<file path="config.mk">
export PLATFORM = sky130hd
export DESIGN_NAME = tcu_uop_scheduler
export DESIGN_NICKNAME = d
export VERILOG_FILES = /design/src/rtl/VX_tcu_pkg.sv /design/src/rtl/tcu_rr_pick.sv /design/src/rtl/tcu_uop_scheduler.sv
export SDC_FILE = /design/constraint.sdc
export NUM_CORES = 1
export LEC_CHECK = 0
export CORE_AREA = 2 2 184 186
export DETAILED_ROUTE_END_ITERATION = 7
export DIE_AREA = 0 0 186 188
export SLEW_MARGIN = 10
export SYNTH_ARGS = -nofsm -noshare
export SYNTH_HDL_FRONTEND = slang
export SYNTH_HIERARCHICAL = 1
export SYNTH_SLANG_ARGS = --single-unit
</file>
<file path="constraint.sdc">
create_clock -name clk -period 3.1 [get_ports clk]
set_input_delay 0.62 -clock clk [delete_from_list [all_inputs] [get_ports clk]]
set_output_delay 0.62 -clock clk [all_outputs]
set_load 0.005 [all_outputs]
</file>
<file path="src/rtl/VX_tcu_pkg.sv">
// Shared TCU definitions: uops per TCU instruction and the expander handshake bundle.
package VX_tcu_pkg;

   localparam int unsigned TCU_UOPS = 8;

   typedef struct packed {
      logic start;
      logic next;
   } tcu_uop_ctrl_t;

endpackage

</file>
<file path="src/rtl/tcu_rr_pick.sv">
// Combinational round-robin pick: first valid index at or after ptr, wrapping.
module tcu_rr_pick #(
   parameter int unsigned NUM_REQS = 4,
   parameter int unsigned IDX_W    = (NUM_REQS > 1) ? $clog2(NUM_REQS) : 1
) (
   input  logic [NUM_REQS-1:0] valid,
   input  logic [IDX_W-1:0]    ptr,
   output logic [NUM_REQS-1:0] grant_oh,
   output logic [IDX_W-1:0]    grant_idx,
   output logic                any_valid
);

   logic [IDX_W-1:0] j;

   always_comb begin
      grant_oh  = '0;
      grant_idx = '0;
      any_valid = 1'b0;
      j         = '0;
      for (int unsigned i = 0; i < NUM_REQS; i++) begin
         j = IDX_W'((32'(ptr) + i) % NUM_REQS);
         if (!any_valid && valid[j]) begin
            any_valid   = 1'b1;
            grant_idx   = j;
            grant_oh[j] = 1'b1;
         end
      end
   end

endmodule

</file>
<file path="src/rtl/tcu_uop_scheduler.sv">
// Round-robin issue of ibuffer heads; TCU ops hold the grant while the shared expander
// streams UOPS uops to the downstream port.
module tcu_uop_scheduler
   import VX_tcu_pkg::*;
#(
   parameter int unsigned NUM_REQS = 4,
   parameter int unsigned DATA_W   = 64,
   parameter int unsigned UOPS     = TCU_UOPS,
   parameter int unsigned IDX_W    = (UOPS > 1) ? $clog2(UOPS) : 1,
   parameter int unsigned REQ_W    = (NUM_REQS > 1) ? $clog2(NUM_REQS) : 1
) (
   input  logic                       clk,
   input  logic                       reset,
   input  logic [NUM_REQS-1:0]        req_valid,
   input  logic [NUM_REQS-1:0]        req_is_tcu,
   input  logic [NUM_REQS*DATA_W-1:0] req_data,
   output logic [NUM_REQS-1:0]        req_ready,
   output logic                       exp_start,
   output logic                       exp_next,
   output logic [DATA_W-1:0]          exp_in_data,
   input  logic                       exp_done,
   input  logic [DATA_W-1:0]          exp_out_data,
   output logic                       out_valid,
   input  logic                       out_ready,
   output logic [DATA_W-1:0]          out_data,
   output logic [REQ_W-1:0]           out_req_id,
   output logic [IDX_W-1:0]           out_uop_idx,
   output logic                       out_last,
   output logic                       err_overrun
);

   typedef enum logic [1:0] {StIdle, StPass, StStart, StIssue} state_e;

   state_e               state_q, state_d;
   logic [REQ_W-1:0]     rr_ptr_q, rr_ptr_d;
   logic [REQ_W-1:0]     grant_q, grant_d, grant_nxt;
   logic [IDX_W-1:0]     uop_cnt_q, uop_cnt_d;
   logic                 err_overrun_q, err_overrun_d;
   logic [NUM_REQS-1:0]  pick_oh;
   logic [REQ_W-1:0]     pick_idx;
   logic                 pick_any;
   logic [DATA_W-1:0]    grant_data;
   tcu_uop_ctrl_t        exp_ctrl;

   tcu_rr_pick #(
      .NUM_REQS (NUM_REQS),
      .IDX_W    (REQ_W)
   ) u_pick (
      .valid     (req_valid),
      .ptr       (rr_ptr_q),
      .grant_oh  (pick_oh),
      .grant_idx (pick_idx),
      .any_valid (pick_any)
   );

   assign grant_data  = req_data[32'(grant_q) * DATA_W +: DATA_W];
   assign grant_nxt   = (grant_q == REQ_W'(NUM_REQS - 1)) ? '0 : grant_q + 1'b1;
   assign exp_start   = exp_ctrl.start;
   assign exp_next    = exp_ctrl.next;
   assign err_overrun = err_overrun_q & ~reset;

   always_comb begin
      state_d       = state_q;
      rr_ptr_d      = rr_ptr_q;
      grant_d       = grant_q;
      uop_cnt_d     = uop_cnt_q;
      err_overrun_d = err_overrun_q;
      req_ready     = '0;
      exp_ctrl      = '0;
      exp_in_data   = '0;
      out_valid     = 1'b0;
      out_data      = '0;
      out_req_id    = '0;
      out_uop_idx   = '0;
      out_last      = 1'b0;
      case (state_q)
         StIdle: begin
            if (pick_any) begin
               grant_d = pick_idx;
               state_d = |(req_is_tcu & pick_oh) ? StStart : StPass;
            end
         end
         StPass: begin
            out_valid  = 1'b1;
            out_data   = grant_data;
            out_req_id = grant_q;
            out_last   = 1'b1;
            if (out_ready) begin
               req_ready[grant_q] = 1'b1;
               rr_ptr_d           = grant_nxt;
               state_d            = StIdle;
            end
         end
         StStart: begin
            exp_ctrl.start = 1'b1;
            exp_in_data    = grant_data;
            uop_cnt_d      = '0;
            state_d        = StIssue;
         end
         StIssue: begin
            exp_in_data   = grant_data;
            out_valid     = 1'b1;
            out_data      = exp_out_data;
            out_req_id    = grant_q;
            out_uop_idx   = uop_cnt_q;
            out_last      = exp_done;
            exp_ctrl.next = out_ready;
            if (out_ready) begin
               // A missing done on the last legal uop releases anyway so issue never wedges.
               if (exp_done || uop_cnt_q == IDX_W'(UOPS - 1)) begin
                  req_ready[grant_q] = 1'b1;
                  rr_ptr_d           = grant_nxt;
                  state_d            = StIdle;
                  if (!exp_done) err_overrun_d = 1'b1;
               end else begin
                  uop_cnt_d = uop_cnt_q + 1'b1;
               end
            end
         end
         default: state_d = StIdle;
      endcase
      if (reset) begin
         req_ready   = '0;
         exp_ctrl    = '0;
         exp_in_data = '0;
         out_valid   = 1'b0;
         out_data    = '0;
         out_req_id  = '0;
         out_uop_idx = '0;
         out_last    = 1'b0;
      end
   end

   always_ff @(posedge clk) begin
      if (reset) begin
         state_q       <= StIdle;
         rr_ptr_q      <= '0;
         grant_q       <= '0;
         uop_cnt_q     <= '0;
         err_overrun_q <= 1'b0;
      end else begin
         state_q       <= state_d;
         rr_ptr_q      <= rr_ptr_d;
         grant_q       <= grant_d;
         uop_cnt_q     <= uop_cnt_d;
         err_overrun_q <= err_overrun_d;
      end
   end

   // The owning requester must hold its head until popped.
   assert property (@(posedge clk) disable iff (reset) (state_q != StIdle) |-> req_valid[grant_q]);

endmodule

</file>
# --- Word level (Yosys, flattened, before mapping) ---
# Cells that the tools add are included.
totals:
  ff_bits: 10
  inputBits: 332
  output_inout_bits: 142
  elab_cells: 125
op_classes:
  n_addsub: 5
  order_cmp: 10
  n_eq_ne: 10
  shifts: 1
  muxes: 64
  bitwise_logic: 7
  n_reduce_logical: 23
ops:
  columns: ["operator", "n"]
  rows:
  - ["256-bit by 9-bit indexed part select with 64-bit output", 1]
  - ["64-bit 2-to-1 mux", 3]
  - ["64-bit one-hot mux with 2 select lines", 1]
  - ["2-bit 2-to-1 mux", 16]
  - ["4-bit 2-to-1 mux", 8]
  - ["1-bit 2-to-1 mux", 18]
  - ["2-bit by 3-bit less-than comparator with 1-bit output (second input constant)", 5]
  - ["3-bit 2-to-1 mux", 4]
  - ["4-bit bitwise OR", 3]
  - ["4-bit AND reduction", 3]
  - ["1-bit demux with 2-bit select", 5]
  - ["2-bit by 1-bit greater-or-equal comparator with 1-bit output (second input constant)", 5]
  - ["2-bit != test (second input constant)", 5]
  - ["1-bit binary-select mux with 2-bit select", 4]
  - ["1-bit logical AND", 8]
  - ["2-bit one-hot mux with 4 select lines", 1]
  - ["4-bit one-hot mux with 2 select lines", 1]
  - ["2-bit == test (second input constant)", 3]
  - ["3-bit one-hot mux with 2 select lines", 1]
  - ["2-bit by 1-bit adder with 2-bit output (second input constant)", 2]
  - ["2-bit adder (second input constant)", 2]
  - ["4-bit bitwise AND", 1]
  - ["2-bit one-hot mux with 2 select lines", 1]
  - ["2-bit nonzero test", 2]
  - ["other kinds (13)", 17]

# --- Logic depth before layout (Yosys ltp) ---
# Gate-level depths: netlist (run 1).
depth:
  word_depth: 17
  depth_mapped: 11

# --- Modules after synthesis ---
# Netlist (run 1), hierarchy kept.
by_module_without_submodules:
  columns: ["module", "n_inst", "cells_each", "area_per_inst_um2", "seq_area_each_um2"]
  rows:
  - ["tcu_uop_scheduler", 1, 516, 3982.6, 200.2]
  - ["tcu_rr_pick", 1, 45, 421.7, 0.0]

# --- Worst setup path after synthesis (run 1) ---
# Ideal clock, no wire load.
synth_timing:
  path_kind: "reg-to-reg"
  from: "reg rr_ptr_q[0]"
  to: "reg state_q[0]"
  setup_ns: 0.130
  t_arrival_ns: 2.301
  required_time_ns: 2.970
  setup_slack_ns: 0.669
  path_stages_with_launch: 12
  n_path_buf: 2
  period_less_slack_ns: 2.431
  cell_sequence: "dfxtp_1 -> buf_6 -> inv_1 -> ha_1 -> mux4_2 -> buf_6 -> nor4b_4 -> a22oi_1 -> o21ai_0 -> a22oi_1 -> a311oi_1 -> nor3_1"
synth_via:
  elab_chain_len: 17
  word_cells_on_any_way: 55
synth_rtl:
  columns: ["element", "line_no", "source"]
  rows:
  - ["start: declaration", "tcu_uop_scheduler.sv:35", "logic [REQ_W-1:0] rr_ptr_q, rr_ptr_d;"]
  - ["start signal: assignment", "tcu_uop_scheduler.sv:143", "rr_ptr_q <= rr_ptr_d;"]
  - ["branches (longest 11 deep; another with 2-bit by 3-bit less-than comparator with 1-bit output)", null, null]
  - ["4-bit 2-to-1 mux *", "tcu_rr_pick.sv:22", "if (!any_valid && valid[j]) begin"]
  - ["named net pick_oh[2]", "tcu_uop_scheduler.sv:39", "logic [NUM_REQS-1:0] pick_oh;"]
  - ["4-bit bitwise AND *", "tcu_uop_scheduler.sv:80", "state_d = |(req_is_tcu & pick_oh) ? StStart : StPass;"]
  - ["4-bit OR reduction *", "tcu_uop_scheduler.sv:80", null]
  - ["2-bit 2-to-1 mux *", "tcu_uop_scheduler.sv:80", null]
  - ["2-bit 2-to-1 mux *", "tcu_uop_scheduler.sv:78", "if (pick_any) begin"]
  - ["2-bit one-hot mux with 4 select lines *", "tcu_uop_scheduler.sv:76", "case (state_q)"]
  - ["end signal: assignment", "tcu_uop_scheduler.sv:136", "state_q <= StIdle;"]
  - ["end signal: assignment", "tcu_uop_scheduler.sv:142", "state_q <= state_d;"]
  - ["end: declaration", "tcu_uop_scheduler.sv:34", "state_e state_q, state_d;"]
# Mark *: on every way through the listed nets, which the timed path passes. The select of a mux whose other input is x is not followed.
# A chain may end at the register's enable or synchronous reset.

# --- Worst setup path after layout (run 1) ---
layout_timing:
  from: "in reset"
  to: "out out_data[34]"
layout_via:
  elab_chain_len: 1
layout_rtl:
  columns: ["element", "line_no", "source"]
  rows:
  - ["start: declaration", "tcu_uop_scheduler.sv:13", "input logic reset,"]
  - ["64-bit 2-to-1 mux", "tcu_uop_scheduler.sv:122", "if (reset) begin"]
  - ["end: declaration", "tcu_uop_scheduler.sv:25", "output logic [DATA_W-1:0] out_data,"]
# No other way between the ends.

==> results.tsv, run 1 <==
stage	metric	value	unit
floorplanning	Initial Util	13.3	%
timing	setup ws final	0.0706	ns
clocking	largest buffer count on any clock path	2	
timing	crit share post-route	97.7	%
floorplanning	DIE HEIGHT	188	um
floorplanning	die area	35000	um^2
timing	Worst slew margin	62.5	%
critical_path	CP Capture Type	output port	
floorplanning	IO Pins	474	
yosys	Post-Syn Instances	561	
floorplanning	die width	186	um
yosys	Netlist cell types	42	
clocking	clock slew at reported path FFs	0.04	ns
power	Psw	1640	uW
yosys	asr flop ratio synth	0	%
route	Final ANT Viol Nets	0	
placement	PortBufs	473	
power	Clock power frac	6.2	%
route	Iter 0 DRT Violations	268	
timing	Tmin final	3.03	ns
status	status	completed	
final_layout	Layout area overhead	131	%
route	detailed-route vias per instance	4.42	
clocking	clk sinks	10	
final_layout	Final Non-Filler Cells	1483	
timing	Worst-Margin Slew	0.547	ns
power	sequential share of power	5.8	%
clocking	Skew-Pair Late Insertion Delay	0.23	ns
power	Final Power	3720	uW
yosys	Syn Nets	904	
yosys	YS warnings	6	
final_layout	storage element area	205	um^2
critical_path	Data required, critical path	2.48	ns
route	drt wl/cell	19.8	um
critical_path	Critical Path Source Type	input pin	
route	residual DRC count	0	
critical_path	Worst Path Arrival	2.41	ns
final_layout	layout cells sized above 1	9.78	%
clocking	H-tree levels	1	
min_path	Tightest Hold Check Type	flip-flop to flip-flop	
floorplanning	Core Area	33100	um^2
yosys	Seq/Total Area, Yosys	4.55	%
final_layout	Fillers	3498	
power	static leakage	0.00381	uW
timing	clk_skew	0.000363	ns
power	VDD IR max	0.271	mV
final_layout	Core Util, Final	30.8	%
yosys	Area contributors post-synth	mux2i_1 30%, o221ai_1 13%, and2_1 10%, a211oi_1 8.9%, nand2_1 5.7%	
placement	RD Place Congestion	0.881	
timing	WHS	0.509	ns
clocking	CTS Buf Count	3	
timing	fmax	0.330	GHz
yosys	dominant cell type by area after synthesis	mux2i_1	
placement	placed wire-length estimate	22900	um
timing	RSZ-0062 raised after global routing	false	
clocking	clk root buf	clkbuf_16	
job	Max Cap Viol	0	
critical_path	Max Fanout on Critical Path	35	
grt	initial antenna violation count	2	
route	DR pass1 iterations	5	
yosys	synthesized area per cell	7.85	um^2
grt	vias in the first global route	6786	
yosys	Post-Syn Area	4400	um^2
route	drt total wl	29300	um
timing	final slew viol count	0	
route	routed vias	6550	
grt	Total GRT Usage	15.5	%
yosys	FF+latch count, synth	10	
timing	final setup fails	0	
yosys	top cell type's share of synthesized area	30.2	%
power	Sw Share	44.1	%
clocking	TritonCTS clock tree	yes	
floorplanning	FP Rows	67	
clocking	# hold bufs at CTS	0	
yosys	top_reg_cell synth	dfxtp_1	
grt	GRT overflow	0	
placement	dpl cells	1468	
final_layout	area of the multi-input gates	3910	um^2
placement	worst slack at placement	-0.157	ns
critical_path	CP Class	input pin to output port	
power	Comb pwr share	88.0	%
timing	Fin. Hold Viols	0	
grt	pin count of the biggest net entering global routing	41	
power	Cell Int Power	2080	uW
yosys	Post-synth EDFFs	0	
power	PwrDens	365	nW/um^2
final_layout	Final Net Count	1377	
grt	first-pass GRT wire length	41300	um
logic make-up (layout without fill, tap and decap cells):
logic type               after synthesis  in the layout  synth area share (%)
AND/OR/NAND/NOR                      175            175                  21.3
multiplexers                         140            140                  33.2
buffers and inverters                 69            541                  8.41
adder cells (fa/ha/maj)               11             11                  3.12
flip-flops                            10             10                  4.55
AO/OA/AOI/OAI                        156            156                  29.5
other                                  0              2                     0
power groups by stage:
| stage | registers, uW | clock network (uW) | logic [uW] |
|---|---|---|---|
| final | 216 | 231 | 3270 |
| after global routing | 223 | 248 | 3510 |
| after CTS | 217 | 237 | 3310 |
| after detailed placement | 218 | 0 | 3230 |
| after global placement | 217 | 0 | 3230 |
| after floorplan | 172 | 0 | 1620 |
per-layer routing:
layer / vias to the layer above / share of wire [%] / track usage (%)
met2: 325 / 50 / 28.9
met1: 3089 / 42 / 18.9
met5: - / 0 / 0
met4: 0 / 0.75 / 2.09
li1: 3122 / - / -
met3: 14 / 7.1 / 2.54
registers in the layout, summed over array words and instances (netlist names):
name           count
err_overrun_q      1
grant_q            2
rr_ptr_q           2
state_q            2
uop_cnt_q          3
synthesized netlist by cell type (2+ instances only):
| library cell | n |
|---|---|
| nor2b_1 | 5 |
| o221ai_1 | 65 |
| a21oi_1 | 3 |
| nor3_1 | 4 |
| inv_1 | 6 |
| mux2i_1 | 133 |
| buf_2 | 20 |
| a22oi_1 | 10 |
| dfxtp_1 | 10 |
| mux2_2 | 3 |
| buf_6 | 5 |
| buf_4 | 13 |
| a211oi_1 | 52 |
| clkbuf_1 | 24 |
| a211oi_2 | 12 |
| mux4_1 | 2 |
| and2b_2 | 2 |
| nand3b_1 | 2 |
| mux4_2 | 2 |
| nand2_1 | 67 |
| nor2_1 | 9 |
| ha_1 | 11 |
| o21ai_0 | 6 |
| and2_1 | 73 |
| nand2b_1 | 5 |
final cells by class:
class	instances	share of cell area, %
timing repair buffer	531	53.1
inverter	6	0.221
antenna	2	0.0491
tap	448	5.50
sequential	10	2.01
clock buffer	4	0.774
multi-input combinational	482	38.3
cell usage in the layout, fill, tap and decap left out, drive strengths merged, types with 10 or more instances in the layout:
cell / count
nand2: 67
a211oi: 64
dfxtp: 10
mux2i: 133
dlygate4sd2: 58
a22oi: 10
clkdlybuf4s50: 411
and2: 73
ha: 11
buf: 52
o221ai: 65
worst paths after layout:
path	start	to	slack (ns)	cells after the start
setup / recovery	reset	out_data[34]	0.07	6
hold / removal	uop_cnt_q[1]	uop_cnt_q[1]	0.51	1
setup reg to reg	rr_ptr_q[1]	state_q[0]	0.51	9
hold reg to reg	uop_cnt_q[1]	uop_cnt_q[1]	0.51	1
through the flow:
step / TNS [ns] / instance area [um^2]
after detailed placement: -6.53 / 9890
final: 0 / 10200
after CTS: 0 / 10200
after floorplan: 0 / 4400
after global placement: -6.00 / 9890
after global routing: 0 / 10200
repair_timing:
item                                    in CTS  in global routing
setup buffers                                3                  0
gates cloned                                 6                  0
endpoints found under the setup margin      80                  4
gates resized for setup                     71                  4
critical path, cell delays in order:
cell             delay, ns
dlygate4sd2_1         0.27
and2b_2               0.25
nand2_2               0.16
buf_12                0.22
o221ai_1              0.28
clkdlybuf4s50_1       0.57
Power figures use the tool's default switching activity.
==> run 2, diff against run 1 <==
- CORE_AREA: 2 2 184 186 -> 2 2 186 188
- DIE_AREA: 0 0 186 188 -> 0 0 188 190
- MAX_ROUTING_LAYER: unset -> met4
- clock period: 3.1 -> 3.7 ns (I/O delays scaled with it)
==> results.tsv, run 2 (synthesis gave the netlist of run 1 again) <==
stage	metric	value	unit	change
final_layout	Final Net Count	1347		was 1377
route	drt wl/cell	18.9	um	was 19.8 um
clocking	CTS Buf Count	3		unchanged
final_layout	most common cell after layout, fill and taps aside	clkdlybuf4s50_1		unchanged
placement	placed wire-length estimate	22800	um	was 22900 um
final_layout	Largest Register	uop_cnt_q		unchanged
min_path	Tightest Hold Check Type	flip-flop to flip-flop		unchanged
final_layout	most frequent cells in the layout	473 x clkdlybuf4s50_1, 133 x mux2i_1, 73 x and2_1		was 411 x clkdlybuf4s50_1, 133 x mux2i_1, 73 x and2_1
clocking	H-tree levels	1		unchanged
critical_path	CP Capture Type	output port		unchanged
final_layout	layout cells sized above 1	5.98	%	was 9.78%
final_layout	max reg flops	3		unchanged
timing	Post-Route Setup TNS	0	ns	unchanged
grt	met1 Track Usage GR	17.9	%	was 18.9%
min_path	hold path cells	1		unchanged
floorplanning	die width	188	um	was 186 um
floorplanning	Core Area	33900	um^2	was 33100 um^2
critical_path	Data required, critical path	2.96	ns	was 2.48 ns
timing	Tmin final	3.58	ns	
power	Final Power	3050	uW	was 3720 uW
placement	worst slack at placement	0.159	ns	was -0.157 ns
clocking	clk root buf	clkbuf_16		unchanged
critical_path	Critical Path Slowest Stage Cell	clkdlybuf4s50_1		unchanged
route	detailed-route vias per instance	4.38		was 4.42
floorplanning	die area	35700	um^2	was 35000 um^2
grt	vias in the first global route	6470		was 6786
clocking	Skew-Pair Late Insertion Delay	0.24	ns	was 0.23 ns
critical_path	number of cells on the worst reg-to-reg path	9		unchanged
route	residual DRC count	0		unchanged
critical_path	Worst Path Arrival	2.84	ns	was 2.41 ns
critical_path	CP dominant cell by count	clkdlybuf4s50_1		
timing	Worst slew margin	67.3	%	was 62.5%
grt	grt met3 use	2.25	%	was 2.54%
timing	RSZ-0062 raised after global routing	false		unchanged
grt	pin count of the biggest net entering global routing	40		was 41
job	Max Cap Viol	0		unchanged
critical_path	worst-path cell chain	clkdlybuf4s50_1 > and2b_2 > nand3b_1 > buf_12 > o221ai_1 > clkdlybuf4s50_1		was dlygate4sd2_1 > and2b_2 > nand2_2 > buf_12 > o221ai_1 > clkdlybuf4s50_1
route	Final ANT Viol Nets	0		unchanged
floorplanning	Initial Util	13.0	%	was 13.3%
timing	Fin. Hold Viols	0		unchanged
route	DR pass1 iterations	4		was 5
clocking	TritonCTS clock tree	yes		unchanged
final_layout	Layout area overhead	123	%	was 131%
placement	RD Place Congestion	0.888		was 0.881
clocking	PostCTS Resize Cnt	0		was 71
power	PwrDens	310	nW/um^2	was 365 nW/um^2
timing	Worst-Margin Slew	0.477	ns	was 0.547 ns
timing	final slew viol count	0		unchanged
critical_path	CP Class	input pin to output port		unchanged
clocking	clk sinks	10		unchanged
final_layout	Design Area, Final	9840	um^2	was 10200 um^2
clocking	# hold bufs at CTS	0		unchanged
status	status	completed		unchanged
final_layout	Fillers	3546		was 3498
floorplanning	IO Pins	474		unchanged
route	drt total wl	27600	um	was 29300 um
clocking	post-CTS setup buffers	0		was 3
timing	final setup fails	0		unchanged
timing	clk_skew	0.00382	ns	was 0.000363 ns
grt	Most Crowded Layer GR	met2		unchanged
floorplanning	FP Rows	68		was 67
critical_path	crit-path max cell delay	0.57	ns	about the same
timing	setup ws final	0.122	ns	was 0.0706 ns
critical_path	Max Fanout on Critical Path	29		was 35
floorplanning	DIE HEIGHT	190	um	was 188 um
timing	fmax	0.280	GHz	
power	static leakage	0.00325	uW	was 0.00381 uW
grt	first-pass GRT wire length	39700	um	was 41300 um
grt	Total GRT Usage	14.7	%	was 15.5%
power	VDD IR max	0.194	mV	was 0.271 mV
placement	PortBufs	473		unchanged
timing	crit share post-route	96.7	%	
grt	grt met2 use	25.6	%	was 28.9%
clocking	clock slew at reported path FFs	0.04	ns	about the same
timing	WHS	0.513	ns	was 0.509 ns
grt	GRT overflow	0		unchanged
route	routed vias	6389		was 6550
grt	initial antenna violation count	2		unchanged
route	Iter 0 DRT Violations	308		was 268
clocking	largest buffer count on any clock path	2		unchanged
placement	post-place instance area	9750	um^2	was 9890 um^2
critical_path	Critical Path Source Type	input pin		unchanged
[run 2: cell count changes in the layout (fill, tap and decap cells not counted), moves of 6 or more]
cell and change:
clkdlybuf4s50_1 +62, buf_4 -24, a211oi_2 -11, bufbuf_16 -6
a211oi_1 +11, dlygate4sd2_1 -58
[run 2: power by group]
part / internal [uW] / switching [uW] / total, uW
Clock: 163 / 55.7 / 219
Combinational: 1440 / 1210 / 2640
Sequential: 131 / 58.2 / 189
Total: 1730 / 1320 / 3050
[run 2: worst paths after layout]
| kind | slack [ns] | startpoint | endpoint |
|---|---|---|---|
| hold / removal | 0.51 | uop_cnt_q[1] | uop_cnt_q[1] |
| setup reg to reg | 0.87 | rr_ptr_q[1] | state_q[0] |
| hold reg to reg | 0.51 | uop_cnt_q[1] | uop_cnt_q[1] |
| setup / recovery | 0.12 | reset | out_data[47] |
[run 2: area by class of cell]
cell class                 instances  area [um^2]  area share [%]
multi-input combinational        482         3840            39.1
tap                              455          569            5.79
sequential                        10          205            2.09
clock buffer                       4         88.8           0.903
antenna                            1         2.50          0.0254
timing repair buffer             501         5110            51.9
inverter                           6         22.5           0.229
[run 2: through the flow]
| step | utilization (%) | std cells |
|---|---|---|
| floorplan | - | 561 |
| global placement | 28.7 | 1454 |
| detailed placement | 28.7 | 1454 |
| CTS | 29.0 | 1458 |
| global route | 29.0 | 1459 |
| finish | 29.0 | 1459 |
[run 2: metal layers]
| metal | share of wire [%] | vias to the layer above |
|---|---|---|
| met1 | 42 | 2984 |
| met3 | 6.4 | 30 |
| li1 | - | 3061 |
| met2 | 50 | 314 |
| met5 | 0 | - |
| met4 | 2.1 | 0 |
[run 2: worst max-delay path: cells and delay by family]
family                 cells  cell delay (ns)
buffers and inverters      3             1.32
and+or+nand+nor            2             0.47
AOI/OAI and AO/OA          1             0.28
